$ cat src/rtl/vscale_htif_pcr_initiator_pkg.sv
// Shared constants and types for the HTIF PCR initiator.
package vscale_htif_pcr_initiator_pkg;

  localparam int unsigned CSR_ADDR_W    = 12;
  localparam int unsigned PCR_DATA_W    = 64;
  localparam int unsigned TIMEOUT_CNT_W = 8;
  localparam int unsigned POLL_CNT_W    = 16;

  typedef enum logic [1:0] {
    ST_IDLE = 2'd0,
    ST_REQ  = 2'd1,
    ST_WAIT = 2'd2,
    ST_RSP  = 2'd3
  } htif_state_e;

  // PCR request payload presented to the core.
  typedef struct packed {
    logic                  rw;
    logic [CSR_ADDR_W-1:0] addr;
    logic [PCR_DATA_W-1:0] data;
  } pcr_req_t;

endpackage

$ cat src/rtl/vscale_htif_pcr_initiator.sv
// HTIF PCR initiator: forwards host CSR commands to the core and
// periodically polls to_host, surfacing nonzero messages to the host.
module vscale_htif_pcr_initiator
  import vscale_htif_pcr_initiator_pkg::*;
#(
  parameter int unsigned           POLL_INTERVAL = 16,
  parameter int unsigned           TIMEOUT       = 255,
  parameter logic [CSR_ADDR_W-1:0] TOHOST_ADDR   = 12'h780,
  parameter logic [CSR_ADDR_W-1:0] FROMHOST_ADDR = 12'h781
) (
  input  logic                  clk,
  input  logic                  reset,
  input  logic                  cmd_valid,
  output logic                  cmd_ready,
  input  logic                  cmd_rw,
  input  logic [CSR_ADDR_W-1:0] cmd_addr,
  input  logic [PCR_DATA_W-1:0] cmd_data,
  output logic                  rsp_valid,
  input  logic                  rsp_ready,
  output logic [PCR_DATA_W-1:0] rsp_data,
  output logic                  rsp_timeout,
  output logic                  htif_pcr_req_valid,
  input  logic                  htif_pcr_req_ready,
  output logic                  htif_pcr_req_rw,
  output logic [CSR_ADDR_W-1:0] htif_pcr_req_addr,
  output logic [PCR_DATA_W-1:0] htif_pcr_req_data,
  input  logic                  htif_pcr_resp_valid,
  output logic                  htif_pcr_resp_ready,
  input  logic [PCR_DATA_W-1:0] htif_pcr_resp_data,
  input  logic                  poll_en,
  output logic                  tohost_valid,
  input  logic                  tohost_ready,
  output logic [PCR_DATA_W-1:0] tohost_data
);

  localparam logic [POLL_CNT_W-1:0]    POLL_LAST = POLL_CNT_W'(POLL_INTERVAL - 1);
  localparam logic [TIMEOUT_CNT_W-1:0] TO_LAST   = TIMEOUT_CNT_W'(TIMEOUT - 1);

  // Elaboration-time sanity checks on the parameter set.
  if (POLL_INTERVAL < 1 || POLL_INTERVAL > 65535) begin : g_bad_poll
    $error("POLL_INTERVAL out of range");
  end
  if (TIMEOUT < 1 || TIMEOUT > 255) begin : g_bad_timeout
    $error("TIMEOUT out of range");
  end
  if (TOHOST_ADDR == FROMHOST_ADDR) begin : g_addr_clash
    $error("TOHOST_ADDR and FROMHOST_ADDR must differ");
  end

  htif_state_e               state_q, state_d;
  logic                      poll_q, poll_d;
  pcr_req_t                  req_q, req_d;
  logic [POLL_CNT_W-1:0]     poll_cnt_q, poll_cnt_d;
  logic [TIMEOUT_CNT_W-1:0]  to_cnt_q, to_cnt_d;
  logic [PCR_DATA_W-1:0]     rsp_data_q, rsp_data_d;
  logic                      rsp_timeout_q, rsp_timeout_d;
  logic                      tohost_valid_q, tohost_valid_d;
  logic [PCR_DATA_W-1:0]     tohost_data_q, tohost_data_d;
  logic                      cmd_ready_q, cmd_ready_d;
  logic                      rsp_valid_q, rsp_valid_d;
  logic                      req_valid_q, req_valid_d;
  logic                      resp_ready_q, resp_ready_d;
  logic                      to_expired;

  // State, counters and output holding registers.
  always_ff @(posedge clk) begin
    if (reset) begin
      state_q        <= ST_IDLE;
      poll_q         <= 1'b0;
      req_q          <= '0;
      poll_cnt_q     <= '0;
      to_cnt_q       <= '0;
      rsp_data_q     <= '0;
      rsp_timeout_q  <= 1'b0;
      tohost_valid_q <= 1'b0;
      tohost_data_q  <= '0;
      cmd_ready_q    <= 1'b1;
      rsp_valid_q    <= 1'b0;
      req_valid_q    <= 1'b0;
      resp_ready_q   <= 1'b1;
    end else begin
      state_q        <= state_d;
      poll_q         <= poll_d;
      req_q          <= req_d;
      poll_cnt_q     <= poll_cnt_d;
      to_cnt_q       <= to_cnt_d;
      rsp_data_q     <= rsp_data_d;
      rsp_timeout_q  <= rsp_timeout_d;
      tohost_valid_q <= tohost_valid_d;
      tohost_data_q  <= tohost_data_d;
      cmd_ready_q    <= cmd_ready_d;
      rsp_valid_q    <= rsp_valid_d;
      req_valid_q    <= req_valid_d;
      resp_ready_q   <= resp_ready_d;
    end
  end

  // Next-state, counter and holding-register update.
  always_comb begin
    state_d        = state_q;
    poll_d         = poll_q;
    req_d          = req_q;
    poll_cnt_d     = poll_cnt_q;
    to_cnt_d       = to_cnt_q;
    rsp_data_d     = rsp_data_q;
    rsp_timeout_d  = rsp_timeout_q;
    tohost_valid_d = tohost_valid_q;
    tohost_data_d  = tohost_data_q;
    to_expired     = (to_cnt_q == TO_LAST);

    if (tohost_valid_q && tohost_ready) begin
      tohost_valid_d = 1'b0;
    end

    unique case (state_q)
      ST_IDLE: begin
        // Host command wins; the poll counter simply holds.
        if (cmd_valid && cmd_ready_q) begin
          state_d   = ST_REQ;
          poll_d    = 1'b0;
          req_d.rw   = cmd_rw;
          req_d.addr = cmd_addr;
          req_d.data = cmd_data;
          to_cnt_d  = '0;
        end else if (poll_en && !tohost_valid_q) begin
          if (poll_cnt_q == POLL_LAST) begin
            state_d    = ST_REQ;
            poll_d     = 1'b1;
            req_d.rw   = 1'b0;
            req_d.addr = TOHOST_ADDR;
            req_d.data = '0;
            poll_cnt_d = '0;
            to_cnt_d   = '0;
          end else begin
            poll_cnt_d = poll_cnt_q + POLL_CNT_W'(1);
          end
        end
      end
      ST_REQ: begin
        if (htif_pcr_req_ready) begin
          state_d  = ST_WAIT;
          to_cnt_d = '0;
        end else if (to_expired) begin
          state_d = poll_q ? ST_IDLE : ST_RSP;
          if (!poll_q) begin
            rsp_data_d    = '0;
            rsp_timeout_d = 1'b1;
          end
        end else begin
          to_cnt_d = to_cnt_q + TIMEOUT_CNT_W'(1);
        end
      end
      ST_WAIT: begin
        if (htif_pcr_resp_valid) begin
          if (poll_q) begin
            state_d = ST_IDLE;
            // Empty to_host reads carry no message.
            if (htif_pcr_resp_data != '0) begin
              tohost_valid_d = 1'b1;
              tohost_data_d  = htif_pcr_resp_data;
            end
          end else begin
            state_d       = ST_RSP;
            rsp_data_d    = htif_pcr_resp_data;
            rsp_timeout_d = 1'b0;
          end
        end else if (to_expired) begin
          state_d = poll_q ? ST_IDLE : ST_RSP;
          if (!poll_q) begin
            rsp_data_d    = '0;
            rsp_timeout_d = 1'b1;
          end
        end else begin
          to_cnt_d = to_cnt_q + TIMEOUT_CNT_W'(1);
        end
      end
      ST_RSP: begin
        if (rsp_ready) begin
          state_d = ST_IDLE;
        end
      end
      default: state_d = ST_IDLE;
    endcase

    cmd_ready_d  = (state_d == ST_IDLE);
    req_valid_d  = (state_d == ST_REQ);
    rsp_valid_d  = (state_d == ST_RSP);
    resp_ready_d = (state_d == ST_WAIT) || (state_d == ST_IDLE);
  end

  assign cmd_ready           = cmd_ready_q;
  assign rsp_valid           = rsp_valid_q;
  assign rsp_data            = rsp_data_q;
  assign rsp_timeout         = rsp_timeout_q;
  assign htif_pcr_req_valid  = req_valid_q;
  assign htif_pcr_req_rw     = req_q.rw;
  assign htif_pcr_req_addr   = req_q.addr;
  assign htif_pcr_req_data   = req_q.data;
  assign htif_pcr_resp_ready = resp_ready_q;
  assign tohost_valid        = tohost_valid_q;
  assign tohost_data         = tohost_data_q;

endmodule

$ cat config.mk
export PLATFORM = sky130hd
export DESIGN_NAME = vscale_htif_pcr_initiator
export DESIGN_NICKNAME = d
export VERILOG_FILES = /design/src/rtl/vscale_htif_pcr_initiator_pkg.sv /design/src/rtl/vscale_htif_pcr_initiator.sv
export SDC_FILE = /design/constraint.sdc
export NUM_CORES = 1
export LEC_CHECK = 0
export CORE_MARGIN = 2
export CORE_UTILIZATION = 40
export CTS_BUF_LIST = sky130_fd_sc_hd__clkbuf_4
export CTS_CLUSTER_DIAMETER = 40
export DETAILED_ROUTE_END_ITERATION = 8
export HOLD_SLACK_MARGIN = 0.06
export PLACE_DENSITY = 0.87
export SETUP_SLACK_MARGIN = 0.2
export SYNTH_ARGS = -nofsm -noshare
export SYNTH_HDL_FRONTEND = slang
export SYNTH_SLANG_ARGS = --single-unit
$ cat constraint.sdc
create_clock -name clk -period 4.3 [get_ports clk]
set_input_delay 0.86 -clock clk [delete_from_list [all_inputs] [get_ports clk]]
set_output_delay 0.86 -clock clk [all_outputs]
set_load 0.05 [all_outputs]
==> impl_summary.log <==
[metrics] result of the run: finished clean
[metrics] syn_nets: 1220
[metrics] final global-route overflow total: 0
[metrics] H-tree depth reported by CTS: 3
[metrics] setup slack of the critical path after layout: 1000 ps
[metrics] Cell Pwr Density: ~460 nW/um^2
[metrics] Hold Fails Final Rpt: 0
[metrics] number of instances in the synthesized netlist: between 1000 and 1500
[metrics] CTS Buffer Depth: 3
[metrics] async set or reset register ratio after synthesis: 0%
[metrics] max-slew headroom at the worst pin: between 20% and 30%
[metrics] flops & latches, synth: about 240
[metrics] clock net sink count: ~240
[metrics] PostCTS Resize Cnt: 0
[metrics] nets@finish: around 1600
[metrics] worst setup path category: primary input to flop
[metrics] Routed wire per std cell: between 15 and 20 um
[metrics] synth warn: 0
[metrics] Unique masters post-synth: 52
[metrics] fmax: a little over 300 MHz
[metrics] worst-case setup slack after placement: about 300 ps
[metrics] number of vias per cell: between 5 and 6
[metrics] number of antenna violations at the first check in global routing: 2
[metrics] via count of the first global-routing pass: between 9000 and 10000
[metrics] leakage power figure: between 4 and 5 nW
[metrics] clock transition at the registers of the reported paths: approximately 60 ps
[metrics] drt first pass iters: 5
[metrics] RSZ-0062 raised after global routing: false
[metrics] kind of start point of the critical path: primary input
[metrics] critical-path maximum fanout: 63
[metrics] DRC violations left: 0
[metrics] largest net degree at the start of global routing: around 110
[metrics] final clock period utilization by the worst path: approximately three quarters
[metrics] CORE AREA: ~22000 sq um
[metrics] I/O pins: between 300 and 400
[metrics] final antenna-violating net count: 0
[metrics] die area: 23900 sq um
[metrics] layout overhead on the synthesized area: 50.5%
[metrics] ys flop type: sky130_fd_sc_hd__dfxtp_1
[metrics] number of maximum-capacitance constraint violations: 0
[metrics] total global routing track utilization: between 20% and 30%
[metrics] total routed wirelength: between 30000 and 40000 um
[metrics] Max VDD drop: approximately 340 uV
[metrics] initial core utilization: roughly two fifths
[metrics] HPWL Detailed: 21100 um
[metrics] nature of the critical path endpoint: flop
[metrics] clock tree from TritonCTS: built
[metrics] Arr. time, crit path: 3740 ps
[metrics] fillcell total: 1839
[metrics] number of synthesized flops with an enable pin: 0
[metrics] count of input and output buffers: roughly 360
[metrics] Hold WS: about 440 ps
[metrics] sequential share of the synthesized area: between 50% and 60%
[metrics] die height: roughly 150 um
[metrics] Hold/Removal Path Class: flop to flop
[metrics] Worst Max-Slew Pin Slew: about 1100 ps
[metrics] setup TNS: 0 ps
[metrics] Setup Fix Bufs, Post-CTS: 0
[metrics] FP Rows: 55
[metrics] Worst Clk Skew: between 30 and 40 ps
[metrics] fraction of layout cells with a size suffix above 1: 8.99%
[metrics] fin crit period: around 3300 ps
[metrics] synthesized area per cell: 8.52 sq um
[metrics] chip width: 155 um
[metrics] Synth Cell Area: between 9000 and 10000 sq um
[metrics] total via count after detailed routing: approximately 9600
[metrics] clock insertion delay at the later pin of the skew report: 640 ps
[metrics] total of endpoints with negative setup slack in the final report: 0
[metrics] Data required, critical path: about 4700 ps
[metrics] root buf cell: sky130_fd_sc_hd__clkbuf_4
[metrics] first-pass GRT wire length: about 48000 um
[metrics] hold-fix buffer count after cts: 0
[metrics] Starting DRT DRC Count: ~700
[metrics] placer's final routability congestion estimate: between 0.8 and 0.9
[metrics] number of buffers created by CTS: 66
[metrics] number of pins with negative max-slew slack in the final report: 0
final cells by class:
cell class / count / area, sq um / share of cell area [%]
antenna: 2 / 5.00 / 0.0367
clock buffer: 95 / 713 / 5.23
clock inverter: 14 / 135 / 0.991
inverter: 15 / 56.3 / 0.413
multi-input combinational: 725 / 3900 / 28.6
sequential: 238 / 4760 / 34.9
tap: 285 / 357 / 2.61
timing repair buffer: 370 / 3710 / 27.2
synth_stat cells, drive strengths merged, types with 7 or more instances:
library cell | n | area share, %
a21oi | 143 | 7.9
a211oi | 7 | 0.58
nor4 | 18 | 1.4
nand3 | 74 | 4.1
nand4 | 12 | 0.83
a22oi | 74 | 6.1
clkbuf | 66 | 2.8
o21ai | 74 | 4.2
ha | 7 | 0.97
nand2 | 142 | 5.9
dfxtp | 238 | 53
nor2 | 95 | 3.9
a31oi | 7 | 0.48
xor2 | 9 | 0.87
buf | 20 | 1.4
inv | 14 | 0.58
cell usage in the layout, fill, tap and decap left out, types with 9 or more instances in the layout:
master                            netlist  routed
sky130_fd_sc_hd__xor2_1                 9       9
sky130_fd_sc_hd__nor4_1                17      17
sky130_fd_sc_hd__clkbuf_4               0      95
sky130_fd_sc_hd__inv_1                 13      13
sky130_fd_sc_hd__nor2_1                95      94
sky130_fd_sc_hd__a22oi_1               74      74
sky130_fd_sc_hd__clkdlybuf4s50_1        0     358
sky130_fd_sc_hd__a21oi_1              142     142
sky130_fd_sc_hd__dfxtp_1              238     238
sky130_fd_sc_hd__nand2_1              142     140
sky130_fd_sc_hd__nand4_1               12      12
sky130_fd_sc_hd__buf_4                  0       9
sky130_fd_sc_hd__clkinv_1               1      11
sky130_fd_sc_hd__o21ai_0               71      71
sky130_fd_sc_hd__nand3_1               74      74
metal layers:
metal / up-vias / track usage, % / wire (um)
li1: 4486 / - / -
met1: 4486 / 28.2 / 11800
met2: 545 / 42.2 / 15100
met3: 71 / 8.43 / 3260
met4: 0 / 10.4 / 1000
met5: - / 0 / 0
power breakdown:
group / switching [mW] / leakage, nW / internal (mW)
clock: 0.927 / 0.495 / 1.19
sequential: 0.0977 / 1.93 / 2.37
combinational: 1.08 / 2.29 / 0.582
registers in the layout, summed over array words and instances, names as in the netlist, 2 cells and up:
| signal | count |
|---|---|
| to_cnt_q | 8 |
| poll_cnt_q | 16 |
| state_q | 2 |
| htif_pcr_req_addr | 12 |
| htif_pcr_req_data | 64 |
| rsp_data | 64 |
| tohost_data | 64 |
critical path: stages:
cell and delay [ps]:
sky130_fd_sc_hd__clkdlybuf4s50_1 490, sky130_fd_sc_hd__nor4_1 690, sky130_fd_sc_hd__nand4_1 290, sky130_fd_sc_hd__or4_2 750, sky130_fd_sc_hd__buf_4 380, sky130_fd_sc_hd__nand3_1 180
sky130_fd_sc_hd__a21oi_1 80
path summary, 6_finish.rpt:
path	startpoint	endpoint	slack [ps]	cells after the start
setup / recovery	htif_pcr_resp_data[63]	tohost_data[3]	1000	7
hold / removal	htif_pcr_req_addr[10]	htif_pcr_req_addr[10]	440	2
setup reg to reg	state_q[0]	tohost_data[26]	1800	6
hold reg to reg	htif_pcr_req_addr[10]	htif_pcr_req_addr[10]	440	2
logic make-up (layout without fill, tap and decap cells):
family,count (synthesis),after routing,synth area share [%]
xor gates and xnor gates,13,13,1.26
other,0,2,0
adders and majority gates,7,7,0.966
AOI/OAI and AO/OA,324,324,21.2
buffers and inverters,101,494,4.87
and+or+nand+nor,381,381,19.2
DFF,238,238,52.6
metrics by stage:
| step | cell area [sq um] | cells | utilization [%] | power, mW |
|---|---|---|---|---|
| 4_1_cts | 13600 | 1742 | 60.8 | 6.30 |
| 6_report | 13600 | 1744 | 60.8 | 6.24 |
| 3_3_place_gp | 12800 | 1633 | 57.0 | 4.14 |
| 2_1_floorplan | 9070 | 1064 | - | 3.54 |
| 5_1_grt | 13600 | 1744 | 60.8 | 6.53 |
| 3_5_place_dp | 12800 | 1633 | 57.0 | 4.16 |
No activity file was read; power rests on OpenSTA's default activity.
